<file path="src/rtl/flatten.sv">
// flatten: parallel-to-serial converter feeding the dense layer.
// On a start pulse in IDLE the packed feature map is latched. The elements
// are then emitted one per clock on flat_out, element 0 first, and done
// pulses together with the last element.
// Optional feature macro: FLATTEN_VALID_EN adds an out_valid strobe that is
// high on every cycle flat_out carries a freshly loaded element.
module flatten #(
    parameter int DATA_W    = 16,
    parameter int NUM_ELEMS = 16
) (
    input  logic                          clk,
    input  logic                          reset,
    input  logic                          start,
    input  logic [DATA_W*NUM_ELEMS-1:0]   feature_map_flat,
    output logic signed [DATA_W-1:0]      flat_out,
`ifdef FLATTEN_VALID_EN
    output logic                          out_valid,
`endif
    output logic                          done
);

    localparam int IDX_W = (NUM_ELEMS > 1) ? $clog2(NUM_ELEMS) : 1;
    localparam logic [IDX_W-1:0] LAST_IDX = IDX_W'(NUM_ELEMS - 1);

    typedef enum logic {
        IDLE  = 1'b0,
        SHIFT = 1'b1
    } state_t;

    state_t                               state;
    logic [IDX_W-1:0]                     index;
    // Element i lives at map_buf[i], matching bits [i*DATA_W +: DATA_W].
    logic [NUM_ELEMS-1:0][DATA_W-1:0]     map_buf;

    // Control FSM, element buffer and registered outputs in one clocked block.
    always_ff @(posedge clk) begin
        if (reset) begin
            state    <= IDLE;
            index    <= '0;
            // NOTE: the map buffer is an ordinary register bank, so it is
            // cleared with the rest of the state; a fresh pass never shows
            // data left over from before reset.
            map_buf  <= '0;
            flat_out <= '0;
            done     <= 1'b0;
`ifdef FLATTEN_VALID_EN
            out_valid <= 1'b0;
`endif
        end else begin
            // NOTE: non-blocking assignments throughout, so the default
            // below is simply overridden by a later assignment in this block
            // and every register samples pre-edge values.
            done <= 1'b0;
`ifdef FLATTEN_VALID_EN
            out_valid <= 1'b0;
`endif
            case (state)
                IDLE: begin
                    if (start) begin
                        map_buf <= feature_map_flat;
                        index   <= '0;
                        state   <= SHIFT;
                    end
                end
                SHIFT: begin
                    flat_out <= map_buf[index];
`ifdef FLATTEN_VALID_EN
                    out_valid <= 1'b1;
`endif
                    if (index == LAST_IDX) begin
                        done  <= 1'b1;
                        index <= '0;
                        state <= IDLE;
                    end else begin
                        index <= index + IDX_W'(1);
                    end
                end
                default: begin
                    state <= IDLE;
                end
            endcase
        end
    end

endmodule

</file>
<file path="config.mk">
export PLATFORM = sky130hd
export DESIGN_NAME = flatten
export DESIGN_NICKNAME = d
export VERILOG_FILES = /design/src/rtl/flatten.sv
export SDC_FILE = /design/constraint.sdc
export NUM_CORES = 1
export LEC_CHECK = 0
export ABC_AREA = 1
export CORE_UTILIZATION = 56
export CTS_BUF_LIST = sky130_fd_sc_hd__clkbuf_8
export DETAILED_ROUTE_END_ITERATION = 12
export PLACE_DENSITY = 0.91
export SETUP_SLACK_MARGIN = 0.4
export SYNTH_ARGS = -nofsm -noshare
export SYNTH_HDL_FRONTEND = slang
export SYNTH_SLANG_ARGS = --single-unit
</file>
<file path="constraint.sdc">
create_clock -name clk -period 3.2 [get_ports clk]
set_input_delay 0.32 -clock clk [delete_from_list [all_inputs] [get_ports clk]]
set_output_delay 0.32 -clock clk [all_outputs]
set_load 0.005 [all_outputs]
</file>
==> metrics.cfg <==
[detailed_routing]
wire_per_inst_um = 15.5
vias_per_cell = 5.47
num_vias = 12600
drtIter0Drc = 1005
drt_first_pass_iters = 8
drc = 0
drt-total-wl_mm = 35.5
antenna_left = 0

[critical_path]
cp_slowest_cell = dfxtp_1
critPathLaunchType = register
r2r_slack_ps = 1040
required_ps = 3660
path_cells = clkinv_1 -> xor2_1 -> nand3_1 -> a21oi_1
critPathArrivalTime_ps = 2620
worstReg2RegStart = index[3]
reg2reg_to = index[3]
crit_fanout = 19
critPathKind = reg -> reg
worstSetupEndpointType = register
cpPeakStageDelay_ps = 820
reg2regPathDepth = 4

[clock_network]
cts_hold_buf = 0
cts-buffers-inserted = 43
cts_setup_buffers = 0
root_buffer = clkbuf_8
insertion_delay_ps = 530
clock_sink_count = 278
cts_resized = 0
cts_buffer_depth = 3
clk_pin_slew_ps = 60
cts_tree = done
h-tree-depth = 2

[floorplanning]
rows = 53
initial_core_util = 0.574
io_pins = 276
die_h_um = 149
core_sq_um = 21100
fp.dieArea_sq_um = 22200
die_w_um = 149

[sta]
tns_ps = 0
finalHoldViolCount = 0
fin_crit_ps = 2160
rsz0062_at_grt = false
tightest_slew_ps = 972
min_period_over_period = 0.676
relSlewSlack = 0.352
skew_ps = 18.7
final_max_slew_viol_count = 0
setup_viol = 0
fmax_ghz = 0.462

[finish]
antenna_cells = 0
seqCellArea_sq_um = 5570
multi_input_area_sq_um = 5390
layout-drive-gt1-share = 0.0441
final_common_cell = nand2_1
area_growth_pct = 29.5
layout_common_cells = nand2_1 (311), nor2_1 (289), dfxtp_1 (276)
fin_nets = 2253
nFillCells = 1594
finalNonFillerCells = 2294

[pwr]
irDropWorstVdd_mv = 0.285
p_leak_nw = 6.61
combPwrFrac = 0.178
p_clk_frac = 0.349
p_int_mw = 5.96
power-per-cell-area_nw_per_um2 = 524
swShare = 0.274
seqPwrFrac = 0.473
p_sw_mw = 2.25

[worst_hold_path]
hold_path_class = in -> reg
hp-start = feature_map_flat[34]
whs_endpoint = map_buf[34]
holdPathStages = 3

[placement]
port_buffers = 275
hpwlAfterDp_mm = 23.4
place_inst = 2223
place_congestion = 0.866

[job]
drv_cap = 0

[global_routing]
grt_pass1_wl_mm = 56.0
antenna_found_initial = 0
overflow = 0
grt_start_max_net_pins = 256
grt_usage = 0.315
grt_pass1_vias = 11700

[synthesis]
yosysWarnings = 0
synth_nets = 2052
yosys.area.top_type = dfxtp_1
synthTopCellsByArea = dfxtp_1 (46%), o21ai_0 (11%), nand2_1 (9.6%), nand3_1 (9.4%), nor2_1 (9.0%)
postSynthCellCount = 1792
syn_area_sq_um = 12100
ys_ff_latch = 278
synth_seq_area_share = 0.460
synth_top_area_frac = 0.460
ys_types = 18
synth_area_per_cell_sq_um = 6.76

[status]
status = complete, no violations

-- cell usage after synthesis (all sizes together) --
| library cell | instances |
|---|---|
| nor3 | 1 |
| a21oi | 133 |
| ha | 1 |
| clkinv | 1 |
| nand2 | 312 |
| nand3 | 227 |
| inv | 150 |
| dfxtp | 278 |
| o21ai | 258 |
| buf | 71 |
| nor2 | 289 |
| xor2 | 1 |
| clkbuf | 70 |
-- metal layers --
metal	track usage	wire length [um]	vias up	part of all wire
li1	-	-	6141	-
met1	0.394	14000	5650	0.39
met2	0.533	17000	656	0.48
met3	0.0529	3190	104	0.090
met4	0.137	1340	0	0.038
met5	0	0	-	0
-- critical path: cells and delay by family (launching register included) --
family,cells,cell delay (ps)
compound gates,1,160
buf+inv,1,700
xor+xnor,1,330
flops,1,820
simple gates,1,90
-- sequential cells by signal, summed over array words and instances, names as in the netlist --
register  flops
done          1
flat_out     16
index         4
map_buf     256
state         1
-- power groups by stage --
stage	registers, mW	logic, mW	clock network, mW
4_1_cts	3.88	1.45	2.90
5_1_grt	3.91	1.62	3.06
3_5_place_dp	3.95	1.43	0
3_3_place_gp	3.94	1.39	0
2_1_floorplan	3.92	0.856	0
6_report	3.88	1.46	2.87
-- layout make-up --
type | count | area share
Timing Repair Buffer | 297 | 0.189
Multi-Input combinational cell | 1222 | 0.344
Tap cell | 275 | 0.0219
Inverter | 151 | 0.0368
Sequential cell | 278 | 0.355
Clock inverter | 15 | 0.00391
Clock buffer | 56 | 0.0491
-- cells by family (layout without fill, tap and decap cells) --
group | after synthesis | in the layout | share of synthesized area
simple gates | 829 | 829 | 0.281
fa+ha+maj | 1 | 1 | 0.00103
buf+inv | 292 | 519 | 0.0963
xor+xnor | 1 | 1 | 0.000723
flops | 278 | 278 | 0.460
compound gates | 391 | 391 | 0.162
-- through the flow --
stage	worst slack (ps)	hold WS (ps)	total power [mW]	cell area, sq um	util
6_report	1040	416	8.21	15700	0.744
5_1_grt	881	411	8.59	15700	0.744
4_1_cts	1060	384	8.24	15700	0.744
3_5_place_dp	883	443	5.39	14900	0.704
3_3_place_gp	980	436	5.34	14900	0.704
2_1_floorplan	1930	429	4.77	12100	-
-- worst max-delay path by stage --
stage | to | slack (ps) | startpoint
5_1_grt | index[3] | 880 | index[3]
3_3_place_gp | map_buf[151] | 980 | start
2_1_floorplan | flat_out[6] | 1930 | index[0]
4_1_cts | index[3] | 1060 | index[3]
3_5_place_dp | map_buf[151] | 880 | start
6_report | index[3] | 1040 | index[3]
No activity file was read; power rests on OpenSTA's default activity.
